[config.mk]
export PLATFORM = sky130hd
export DESIGN_NAME = apb3_timer_slave
export DESIGN_NICKNAME = d
export VERILOG_FILES = /design/src/rtl/apb3_timer_slave.sv
export SDC_FILE = /design/constraint.sdc
export NUM_CORES = 1
export LEC_CHECK = 0
export CORE_UTILIZATION = 45
export CTS_BUF_LIST = sky130_fd_sc_hd__clkbuf_4
export CTS_CLUSTER_SIZE = 30
export DETAILED_ROUTE_END_ITERATION = 10
export PLACE_DENSITY = 0.68
export REMOVE_ABC_BUFFERS = 1
export SYNTH_ARGS = -nofsm -noshare
export SYNTH_HDL_FRONTEND = slang
export SYNTH_SLANG_ARGS = --single-unit
[constraint.sdc]
create_clock -name PCLK -period 8.5 [get_ports PCLK]
set_input_delay 0.85 -clock PCLK [delete_from_list [all_inputs] [get_ports PCLK]]
set_output_delay 0.85 -clock PCLK [all_outputs]
set_load 0.01 [all_outputs]
[src/rtl/apb3_timer_slave.sv]
// rtl/apb3_timer_slave.sv - APB3 completer wrapping a 32-bit prescaled down-counting timer
// Periodic or one-shot countdown with level interrupt, optional wait states and PSLVERR decode.
module apb3_timer_slave #(
  parameter int ADDR_W      = 8,
  parameter int WAIT_STATES = 0,
  parameter int PRESC_W     = 8
) (
  input  logic              PCLK,
  input  logic              PRESETN,
  input  logic              PSEL,
  input  logic              PENABLE,
  input  logic              PWRITE,
  input  logic [ADDR_W-1:0] PADDR,
  input  logic [31:0]       PWDATA,
  output logic [31:0]       PRDATA,
  output logic              PREADY,
  output logic              PSLVERR,
  output logic              TIMINT
);

  localparam logic [3:0] WS = 4'(WAIT_STATES);

  logic [31:0]        load_q, load_d;
  logic [31:0]        value_q, value_d;
  logic [2:0]         ctrl_q, ctrl_d;
  logic [PRESC_W-1:0] presc_q, presc_d;
  logic [PRESC_W-1:0] pcnt_q, pcnt_d;
  logic               ris_q, ris_d;
  logic [3:0]         wcnt_q, wcnt_d;

  logic        access, done, err, wr_ok;
  logic        wr_load, wr_ctrl, wr_presc, wr_intclr;
  logic        tick, expire;
  logic [2:0]  idx;
  logic [31:0] rdata;
  logic        unused_addr;

  assign unused_addr = ^PADDR[1:0];
  assign idx         = PADDR[4:2];
  assign access      = PSEL & PENABLE;
  assign PREADY      = access ? (wcnt_q == WS) : 1'b1;
  assign done        = access & PREADY;

  always_comb begin
    err   = 1'b0;
    rdata = '0;
    case (idx)
      3'd0:    rdata = load_q;
      3'd1:    begin rdata = value_q; err = PWRITE; end
      3'd2:    rdata = {29'd0, ctrl_q};
      3'd3:    rdata = 32'(presc_q);
      3'd4:    begin rdata = {31'd0, ris_q}; err = PWRITE; end
      3'd5:    rdata = '0;
      default: err = 1'b1;
    endcase
    if (PADDR[ADDR_W-1:5] != '0) begin
      err   = 1'b1;
      rdata = '0;
    end
  end

  assign PRDATA  = (done && !err) ? rdata : '0;
  assign PSLVERR = done & err;
  assign TIMINT  = ris_q & ctrl_q[1];

  assign wr_ok     = done & PWRITE & ~err;
  assign wr_load   = wr_ok & (idx == 3'd0);
  assign wr_ctrl   = wr_ok & (idx == 3'd2);
  assign wr_presc  = wr_ok & (idx == 3'd3);
  assign wr_intclr = wr_ok & (idx == 3'd5);

  assign tick   = ctrl_q[0] & (pcnt_q == presc_q);
  // A LOAD write on the same edge discards the tick, including its interrupt and one-shot stop.
  assign expire = tick & (value_q == 32'd1) & ~wr_load;

  always_comb begin
    wcnt_d  = (access && !PREADY) ? wcnt_q + 4'd1 : 4'd0;
    pcnt_d  = (!ctrl_q[0] || tick || wr_load || wr_presc) ? '0 : pcnt_q + 1'b1;
    load_d  = load_q;
    value_d = value_q;
    ctrl_d  = ctrl_q;
    presc_d = presc_q;
    ris_d   = ris_q;

    if (tick) begin
      if (value_q > 32'd1)  value_d = value_q - 32'd1;
      else if (!ctrl_q[2])  value_d = load_q;
      else                  value_d = '0;
    end
    if (expire && ctrl_q[2]) ctrl_d[0] = 1'b0;

    if (wr_intclr) ris_d = 1'b0;
    if (expire)    ris_d = 1'b1;

    if (wr_load) begin
      load_d  = PWDATA;
      value_d = PWDATA;
    end
    if (wr_ctrl)  ctrl_d  = PWDATA[2:0];
    if (wr_presc) presc_d = PWDATA[PRESC_W-1:0];
  end

  always_ff @(posedge PCLK or negedge PRESETN) begin
    if (!PRESETN) begin
      load_q  <= '0;
      value_q <= '0;
      ctrl_q  <= '0;
      presc_q <= '0;
      pcnt_q  <= '0;
      ris_q   <= 1'b0;
      wcnt_q  <= '0;
    end else begin
      load_q  <= load_d;
      value_q <= value_d;
      ctrl_q  <= ctrl_d;
      presc_q <= presc_d;
      pcnt_q  <= pcnt_d;
      ris_q   <= ris_d;
      wcnt_q  <= wcnt_d;
    end
  end

endmodule

## After elaboration in Yosys (flattened, before gate mapping)

Index checks and enable logic that the tools add are counted.

- Flip-flop bits (word level): 88
- Input bits: 45

- Mux-type cells: 16
- $lt $le $gt $ge: 1
- Reduce and logical (&&, ||, !) cells: 17
- Bitwise gates (word level): 15
- Add/sub/neg operators: 3
- Equality and inequality tests: 7

Operators by type and width:

| kind | count |
|---|---|
| 2-to-1 mux 32 bit | 6 |
| one-hot mux 32 bit (5 select lines) | 1 |
| == test 32 x 1 -> 1 bit (second input constant) | 1 |
| greater-than comparator 32 x 1 -> 1 bit (second input constant) | 1 |
| subtractor 32 x 1 -> 32 bit (second input constant) | 1 |
| bitwise AND 1 bit | 13 |
| adder 8 x 1 -> 8 bit (second input constant) | 1 |
| == test 8 bit | 1 |
| 2-to-1 mux 8 bit | 1 |
| == test 3 x 2 -> 1 bit (second input constant) | 2 |
| == test 3 bit (second input constant) | 2 |
| 2-to-1 mux 1 bit | 6 |
| nonzero test 2 bit | 3 |
| adder 4 x 1 -> 4 bit (second input constant) | 1 |
| logical NOT 4 bit | 1 |
| 2-to-1 mux 4 bit | 1 |
| OR reduction 4 bit | 1 |
| == test 3 x 1 -> 1 bit (second input constant) | 1 |
| logical AND 1 bit | 3 |
| logical NOT 1 bit | 3 |
| logical NOT 3 bit | 1 |
| logical OR 1 bit | 3 |
| nonzero test 3 bit | 1 |
| inverter 1 bit | 2 |
| 2 further kinds | 2 |

## Longest topological paths before layout

Gate-level depths: netlist of the first run.

- Depth in word-level cells: 12
- Depth in mapped cells: 9
- Mapped depth without buffers: 8

## Worst setup path after synthesis of the first run

No wires, ideal clock.

- Path type: input to output
- From: input port PADDR[2]
- To: output port PRDATA[11]
- Arrival: 2.304 ns
- Required time: 7.650 ns
- Path buffers: 2
- Setup slack: 5.346 ns
- Stages: 5
- Path through: clkbuf_1 nor3_1 clkbuf_1 a22oi_1 nor2_1

- Cells in the longest elaborated chain, start to end: 7
- Elaborated cells between the ends (all ways): 15
- Those cells by class: eq/ne (5); mux (5); reduce/logical (5)

Ends and longest elaborated chain:

| element | line | source |
|---|---|---|
| start, declared | 13 | `input logic [ADDR_W-1:0] PADDR,` |
| == test 3 x 2 -> 1 bit (tied with other cells) | 47 | `case (idx)` |
| OR reduction 4 bit (no line) or OR reduction 2 bit (tied branches) | -- |  |
| one-hot mux 1 bit (2 select lines) | 47 |  |
| 2-to-1 mux 1 bit | 56 | `if (PADDR[ADDR_W-1:5] != '0) begin` |
| logical NOT 1 bit | 62 | `assign PRDATA = (done && !err) ? rdata : '0;` |
| logical AND 1 bit | 62 |  |
| 2-to-1 mux 32 bit (*) | 62 |  |
| end, declared | 15 | `output logic [31:0] PRDATA,` |

Mark *: on every way between the ends. The rest lies on a longest branch, timed or not.

## Worst setup path in the final report of the first run

- From: input port PADDR[2]
- To: output port PRDATA[1]

Same word-level chain as after synthesis.

==> results of run 1 <==
-- worst max-delay path, stage by stage --
cell and delay [ns]:
clkdlybuf4s50_1 1.11, nand2b_1 0.24, nor2_2 0.60, buf_4 0.35, a221oi_1 0.11, nor2_1 0.12
clkdlybuf4s50_1 0.56
-- sequential cells by signal (all words and copies together), names as in the netlist --
register and count:
load_q 32, ris_q 1, pcnt_q 8, ctrl_q 3, wcnt_q 4, value_q 32, presc_q 8
-- stage by stage --
stage | area [um2] | setup slack [ns] | total power, uW
4_1_cts | 6513 | 3.708 | 1330
6_report | 6513 | 3.693 | 1333
2_1_floorplan | 5311 | 4.633 | 886.5
3_3_place_gp | 6354 | 3.721 | 1040
3_5_place_dp | 6354 | 3.721 | 1058
5_1_grt | 6513 | 3.436 | 1419
-- area by class of cell --
class | count | area share [%]
sequential | 88 | 33.81
tap | 143 | 2.747
timing repair buffer | 88 | 13.06
clock inverter | 6 | 1.287
multi-input combinational | 528 | 47.42
inverter | 9 | 0.5187
clock buffer | 10 | 1.153
-- path summary, 6_finish.rpt --
path                        startpoint          end  slack (ns)  cells after the start
max                           PADDR[2]    PRDATA[1]        3.69                      7
min                            PRESETN  value_q[21]        0.33                      1
max reg2reg                value_q[10]  value_q[17]        4.92                      6
min reg2reg                  wcnt_q[0]    wcnt_q[0]        0.51                      1
max in group asynchronous      PRESETN    pcnt_q[7]        7.07                      2
min in group PCLK            wcnt_q[0]    wcnt_q[0]        0.51                      1
-- per-layer routing --
metal  vias to the layer above  share of wire, %  track usage [%]
met5                         -                 0                0
met4                         0               2.3            10.93
met3                        31               7.3            3.726
met2                       218                46            43.52
met1                      2542                44            37.35
li1                       2498                 -                -
-- cells in the mapped netlist (12+ instances only) --
cell	instances	area share, %
xor2_1	19	3.0
nand2_1	123	8.4
a21oi_1	21	1.9
nor2_1	79	5.4
a221oi_1	12	1.9
dfrtp_1	88	40
nand3_1	16	1.5
nor4_1	17	1.9
nand4_1	12	1.4
xnor2_1	19	3.0
a22oi_1	25	3.4
a31oi_1	12	1.4
o21ai_0	20	1.8
clkbuf_1	35	2.4
nor3_1	38	3.5
-- report_power, final --
group,internal (uW),leakage [uW],switching (uW)
clock,121,0.0000817,150
sequential,493,0.00109,116
combinational,188,0.00144,264
-- cells by family after synthesis --
family | after synthesis
AO/OA/AOI/OAI | 131
XOR/XNOR | 38
adder cells (fa/ha/maj) | 5
buffers and inverters | 53
flip-flops | 88
multiplexers | 19
AND/OR/NAND/NOR | 335
==> results by group, run 1 <==
Final layout
  – Commonest non-fill, non-tap cells in the layout: 123 x nand2_1, 88 x dfrtp_1, 78 x nor2_1
  – Leading cell type in the layout, fill and taps excluded: nand2_1
  – # fillers: 1059
  – Area grow syn2layout: 18.65%
  – Seq. cell area: 2202 um2
  – Diodes inserted: 0
  – Final Non-Filler Cells: 872
  – Multi-input logic area: 3088 um2
  – Share of cells above drive strength 1: 6.584%
  – Final Core Density: 55.84%
  – Nets@finish: 774

Clock network
  – Root buf cell: clkbuf_4
  – CTS tree: done
  – Cts bufs inserted: 9
  – Clock sink count: 88
  – Longest Clk Path Bufs: 2
  – Post-CTS sizing: 0
  – Buffer count from post-CTS setup fixing: 0
  – # hold bufs at CTS: 0
  – Clock Latency Late Sink: 0.45 ns
  – Clock slew at reported path FFs: 0.15 ns
  – H-tree depth: 3

Floorplanning
  – Num ports: 80
  – Placeable Area: 11660 um2
  – Die area: 12640 um2
  – Row Count: 39
  – Initial core utilization: 47.07%
  – Die height: 112.4 um
  – Die Width: 112.4 um

STA
  – Final setup fails: 0
  – Worst Skew: 0.02037 ns
  – Worst rel slew slack: 13.91%
  – Max Clock Freq: 208.0 MHz
  – Final worst-path cycle share: 56.56%
  – RSZ-0062 raised after global routing: false
  – Period minus WS final: 4.807 ns
  – Final Hold Viols: 0
  – WHS: 0.3289 ns
  – Worst Max-Slew Pin Slew: 1.280 ns
  – Max Slew Vio Count: 0
  – Setup TNS: 0 ns

Synth
  – Synth Area in XOR/XNOR: 6.063%
  – Seq cells post-synth: 88
  – Synth unique cells: 58
  – Syn Inst Count: 669
  – Post-Syn Area: 5489 um2
  – Compound-cell area share of the yosys netlist: 16.12%
  – Post-synthesis mux area share: 3.670%
  – Largest family of logic cells by synthesized area: simple AND/OR/NAND/NOR gates
  – Post-synth ARST share: 100.0%
  – Sequential share of the synthesized area: 40.12%
  – Yosys Warn Count: 0
  – Syn avg cell area: 8.205 um2
  – Post-Synth Simple-Gate Area: 29.04%
  – EDFF count, synth: 0
  – Post-synthesis adder-cell area fraction: 1.140%
  – Ys flop type: dfrtp_1

Run status
  – Status: finished, final reports clean

GRT
  – Initial antenna violation count: 0
  – GR Util All Layers: 27.19%
  – Largest net degree at the start of global routing: 64
  – First-pass GRT wire length: 27150 um
  – Vias in the first global route: 5307
  – GRT Residual Overflow: 0

Worst setup path
  – Worst path required time: 7.65 ns
  – Arrival time worst endpoint: 3.96 ns
  – CP Capture Type: primary output
  – Crit path launch type: input port
  – WS Path Type: input port to primary output
  – Max FO, Critical Path: 21

Detailed routing
  – Vias: 5289
  – Post-route ant nets: 0
  – Number of DRC markers in iteration 0: 446
  – Vias/cell: 6.065
  – Initial DRT Pass Iterations: 5
  – DR WL/cell: 18.58 um
  – DRC Markers: 0
  – WL final: 16210 um

Placed design
  – Hpwl dp: 10780 um
  – Placed cells: 856
  – Port Buffer Count: 77
  – Gp weighted congestion: 0.8746

Power
  – Pleak: 0.002616 uW
  – Power per cell area: 204.7 nW/um2
  – Max VDD drop: 0.1149 mV

Hold path
  – HP Class: input port to async pin

Run
  – Max-cap violations: 0
Note: power is estimated with default switching activity, not from simulation.
==> run 2: changes to the inputs <==
Clock period 8.5 ns to 4.8 ns, I/O delays scaled along.
==> run 2 against run 1 <==
- combinational power is 74% higher
- sequential power is 77% higher
- setup slack lost 2.5 ns
- sequential cell count unchanged
- clock power up 57%
- sequential share of layout area fell by 0.10 points
- critical path depth is 1 lower
- critical endpoint is now value_q[20]
- largest power group unchanged
- highest routed layer unchanged
==> results by group, run 2 (synthesis gave the netlist of run 1 again) <==
Power
  – Max VDD drop: 0.1800 mV
  – Psw: 919.0 uW
  – Logic pwr share: 34.4%
  – Pleak: 0.002631 uW
  – Flop pwr share: 47.0%
  – Clock Power Share: 18.7%
  – Power per cell area: 350.7 nW/um2
  – Switching Share: 40.11%
  – Power Internal: 1372 uW

Final layout
  – Nets@finish: 780
  – Commonest non-fill, non-tap cells in the layout: 123 x nand2_1, 88 x dfrtp_1, 78 x nor2_1
  – Top Registers: load_q: 32 flops, value_q: 32 flops
  – Finished Cell Area: 6533 um2
  – Share of cells above drive strength 1: 7.221%
  – Leading cell type in the layout, fill and taps excluded: nand2_1
  – Area grow syn2layout: 19.01%
  – # fillers: 1075

Detailed routing
  – DR WL/cell: 18.55 um
  – DRC Markers: 0
  – Vias/cell: 6.035
  – Vias: 5299
  – Number of DRC markers in iteration 0: 466
  – Initial DRT Pass Iterations: 7
  – WL final: 16280 um
  – Post-route ant nets: 0

STA
  – Max Clock Freq: 275.4 MHz
  – WHS: 0.4953 ns
  – Period minus WS final: 3.631 ns
  – Max Slew Vio Count: 0
  – Worst rel slew slack: 17.22%
  – Worst Max-Slew Pin Slew: 1.230 ns
  – Final setup fails: 0
  – Setup TNS: 0 ns
  – Final Hold Viols: 0
  – RSZ-0062 raised after global routing: false
  – Final worst-path cycle share: 75.64%
  – Worst Skew: 0.02452 ns

GRT
  – Initial antenna violation count: 1
  – GR Util All Layers: 26.98%
  – Largest net degree at the start of global routing: 57
  – First-pass GRT wire length: 26980 um
  – GRT Residual Overflow: 0
  – Vias in the first global route: 5271

Clock network
  – Clock Latency Late Sink: 0.47 ns
  – Clock sink count: 88
  – CTS tree: done
  – Clock slew at reported path FFs: 0.14 ns
  – Longest Clk Path Bufs: 2
  – Root buf cell: clkbuf_4
  – Buffer count from post-CTS setup fixing: 0
  – Cts bufs inserted: 9
  – H-tree depth: 3

Worst setup path
  – Worst path required time: 5.17 ns
  – Reg2Reg Setup Slack: 1.17 ns
  – WS Path Type: flip-flop to flip-flop
  – Max FO, Critical Path: 15
  – Arrival time worst endpoint: 4.01 ns
  – Crit path launch type: flip-flop
  – CP Capture Type: flip-flop

Floorplanning
  – Placeable Area: 11660 um2
  – Die height: 112.4 um
  – Num ports: 80
  – Die Width: 112.4 um
  – Initial core utilization: 47.07%
  – Row Count: 39
  – Die area: 12640 um2

Run
  – Max-cap violations: 0

Placed design
  – Dpl cell area: 6391 um2
  – Hpwl dp: 11240 um
  – Port Buffer Count: 77
  – Gp weighted congestion: 0.8718

Run status
  – Status: finished, final reports clean

Hold path
  – HP Class: input port to async pin
run 2: changes by cell type in the layout (fill, tap and decap cells not counted), sizes merged:
cell | previous run | this run
diode | 0 | 1
clkinv | 3 | 2
buf | 12 | 17
bufinv | 2 | 1
dlygate4sd3 | 0 | 1
clkbuf | 10 | 11
run 2: layer usage:
layer	wire length (um)	up-vias	track usage, %	part of all wire, %
li1	-	2514	-	-
met1	7285	2573	36.41	45
met2	7742	190	44.80	48
met3	980	22	2.970	6.0
met4	274	0	10.13	1.7
met5	0	-	0	0
run 2: power by group through the flow:
stage	Clock (uW)	Sequential [uW]	Combinational (uW)
6_report	428	1080	787
5_1_grt	465	1100	878
4_1_cts	432	1070	785
3_5_place_dp	0	1080	781
3_3_place_gp	0	1080	765
2_1_floorplan	0	1030	540
run 2: per-stage QoR:
step	worst slack [ns]	std cells	util, %	power (uW)
final	1.169	878	56.01	2291
after global placement	1.252	861	54.80	1841
after detailed placement	1.190	861	54.80	1865
after CTS	1.166	877	55.99	2286
after floorplan	1.303	625	-	1570
after global routing	0.8646	878	56.01	2442
run 2: timing repair:
item,CTS,global route
hold buffers,1,0
hold endpoints to repair,32,0
endpoints found under the setup margin,0,0
resized for setup,0,0
run 2: final cells by class:
cell class	instances	area, um2	share of cell area (%)
diodes	1	2.502	0.03831
clock buffers	11	82.58	1.264
clock inverters	4	46.29	0.7087
inverters	9	33.78	0.5171
multi-input cells	528	3088	47.27
flip-flops and latches	88	2202	33.71
well taps	143	178.9	2.739
repair buffers	94	898.4	13.75
run 2: worst max-delay path: stages, from the launching register on:
cell and delay (ns):
dfrtp_1 0.45, nor4_1 0.71, nand2_1 0.46, or3_4 0.60
nor4_4 0.94, a221oi_1 0.22, nor3_1 0.17
run 2: path summary, 6_finish.rpt:
kind	cells past startpoint	from	to
setup / recovery	6	value_q[10]	value_q[20]
hold / removal	2	PRESETN	value_q[12]
setup reg to reg	6	value_q[10]	value_q[20]
hold reg to reg	1	wcnt_q[0]	wcnt_q[0]
max in group asynchronous	3	PRESETN	presc_q[0]
min in group PCLK	1	wcnt_q[0]	wcnt_q[0]
==> run 3: changes to the inputs <==
Clock period 4.8 ns to 3.4 ns, I/O delays scaled along.
==> run 3 against run 2 <==
- critical path type is now flip-flop to primary output
- non-clock buffer count up 12
- critical path depth is 2 higher
- clock skew down 0.0084 ns
- hold slack lost 0.11 ns
- combinational power is 45% higher
- via count up 0.91%
- highest routed layer unchanged
- clock-buffer cell count fell by 1
==> results by group, run 3 (synthesis gave the netlist of run 1 again) <==
Run status
  – Status: finished, final reports clean

STA
  – Setup TNS: 0 ns
  – Period minus WS final: 3.106 ns
  – Final worst-path cycle share: 91.36%
  – Max Slew Vio Count: 0
  – Worst rel slew slack: 49.71%
  – RSZ-0062 raised after global routing: false
  – Max Clock Freq: 321.9 MHz
  – Worst Skew: 0.01611 ns
  – Final setup fails: 0
  – Final Hold Viols: 0
  – Worst Max-Slew Pin Slew: 0.7526 ns

Floorplanning
  – Die Width: 112.4 um
  – Placeable Area: 11660 um2
  – Die area: 12640 um2
  – Die height: 112.4 um
  – Num ports: 80
  – Row Count: 39
  – Initial core utilization: 47.07%

Detailed routing
  – DR WL/cell: 18.60 um
  – DRC Markers: 0
  – Initial DRT Pass Iterations: 5
  – Vias: 5347
  – Number of DRC markers in iteration 0: 399
  – WL final: 16550 um
  – Vias/cell: 6.008
  – Post-route ant nets: 0

Final layout
  – Final Non-Filler Cells: 890
  – Commonest non-fill, non-tap cells in the layout: 123 x nand2_1, 88 x dfrtp_1, 78 x nor2_1
  – Area grow syn2layout: 21.15%
  – Nets@finish: 792
  – Top Registers: load_q: 32 flops, value_q: 32 flops
  – Diodes inserted: 0
  – Leading cell type in the layout, fill and taps excluded: nand2_1
  – # fillers: 1090
  – Share of cells above drive strength 1: 8.835%

GRT
  – First-pass GRT wire length: 27480 um
  – GRT Residual Overflow: 0
  – Largest net degree at the start of global routing: 50
  – Initial antenna violation count: 0
  – Vias in the first global route: 5287
  – GR Util All Layers: 27.71%

Worst setup path
  – Arrival time worst endpoint: 2.77 ns
  – WS Path Type: flip-flop to primary output
  – Critical Path Source: wcnt_q[0]
  – Crit path launch type: flip-flop
  – Max FO, Critical Path: 12
  – Worst path required time: 3.06 ns
  – CP Capture Type: primary output
  – Worst r2r src: value_q[16]

Run
  – Max-cap violations: 0

Hold path
  – HP Class: input port to flip-flop
  – Hold path start: PWDATA[30]

Clock network
  – Clock Latency Late Sink: 0.49 ns
  – Cts bufs inserted: 9
  – Clock slew at reported path FFs: 0.14 ns
  – Clock sink count: 88
  – H-tree depth: 3
  – Root buf cell: clkbuf_4
  – Longest Clk Path Bufs: 2
  – CTS tree: done
  – Buffer count from post-CTS setup fixing: 0

Power
  – Max VDD drop: 0.3031 mV
  – Power per cell area: 504.3 nW/um2
  – Pleak: 0.002703 uW

Placed design
  – Hpwl dp: 11300 um
  – Gp weighted congestion: 0.9070
  – Placed cells: 873
  – Port Buffer Count: 77
## run 3: changes by cell type in the layout (fill, tap and decap cells not counted), sizes merged
| cell | change |
|---|---|
| bufinv | +1 |
| diode | -1 |
| clkinvlp | +1 |
| buf | +12 |
| clkbuf | -1 |
## run 3: report_power, final
part	internal (uW)	total (uW)	switching, uW
Sequential	1230	1520	291
Combinational	480	1140	656
Clock	302	695	393
Total	2010	3350	1340
## run 3: final timing paths
kind                                to  slack [ns]  depth (start not counted)
min in group asynchronous   load_q[21]        0.41                          2
setup reg to reg           value_q[22]        0.39                          7
setup / recovery             PRDATA[5]        0.29                          8
hold / removal              load_q[30]        0.39                          3
max in group asynchronous   load_q[23]        2.16                          3
hold reg to reg              wcnt_q[0]        0.50                          1
## run 3: stage by stage
step | utilization, % | cell area [um2] | worst slack [ns] | power, uW | hold WS [ns]
3_5_place_dp | 55.57 | 6481 | 0.4482 | 2650 | 0.4159
2_1_floorplan | - | 5311 | 0.02250 | 2216 | 0.04441
6_report | 57.02 | 6650 | 0.2939 | 3354 | 0.3895
4_1_cts | 57.02 | 6650 | 0.2534 | 3351 | 0.3619
5_1_grt | 57.02 | 6650 | 0.03562 | 3573 | 0.3822
3_3_place_gp | 55.57 | 6481 | 0.4918 | 2613 | 0.4153
## run 3: layer usage
layer  global-route usage [%]  wire [um]  up-vias  share of wire, %
met5                        0          0        -                 0
met4                    9.956        261        0               1.6
met3                    3.564        793       18               4.8
met2                    44.84       7952      176                48
met1                    38.22       7547     2614                46
li1                         -          -     2539                 -
## run 3: final cells by class
type	instances	area [um2]	area share, %
Multi-Input combinational cell	528	3088	46.43
Sequential cell	88	2202	33.11
Timing Repair Buffer	106	988.4	14.86
Tap cell	143	178.9	2.691
Clock inverter	6	83.83	1.261
Clock buffer	10	75.07	1.129
Inverter	9	33.78	0.5080
## run 3: critical path, cell delays in order (launching register included)
cell	delay, ns
dfrtp_1	0.44
inv_1	0.07
ha_1	0.15
nor3b_1	0.29
and3_1	0.27
nand2_1	0.08
buf_4	0.19
nor3_1	0.22
clkdlybuf4s50_1	0.57
## run 3: what timing repair did
action                    CTS  global route
hold buffers                1             0
resized for setup           0             0
hold endpoints to repair   47             0
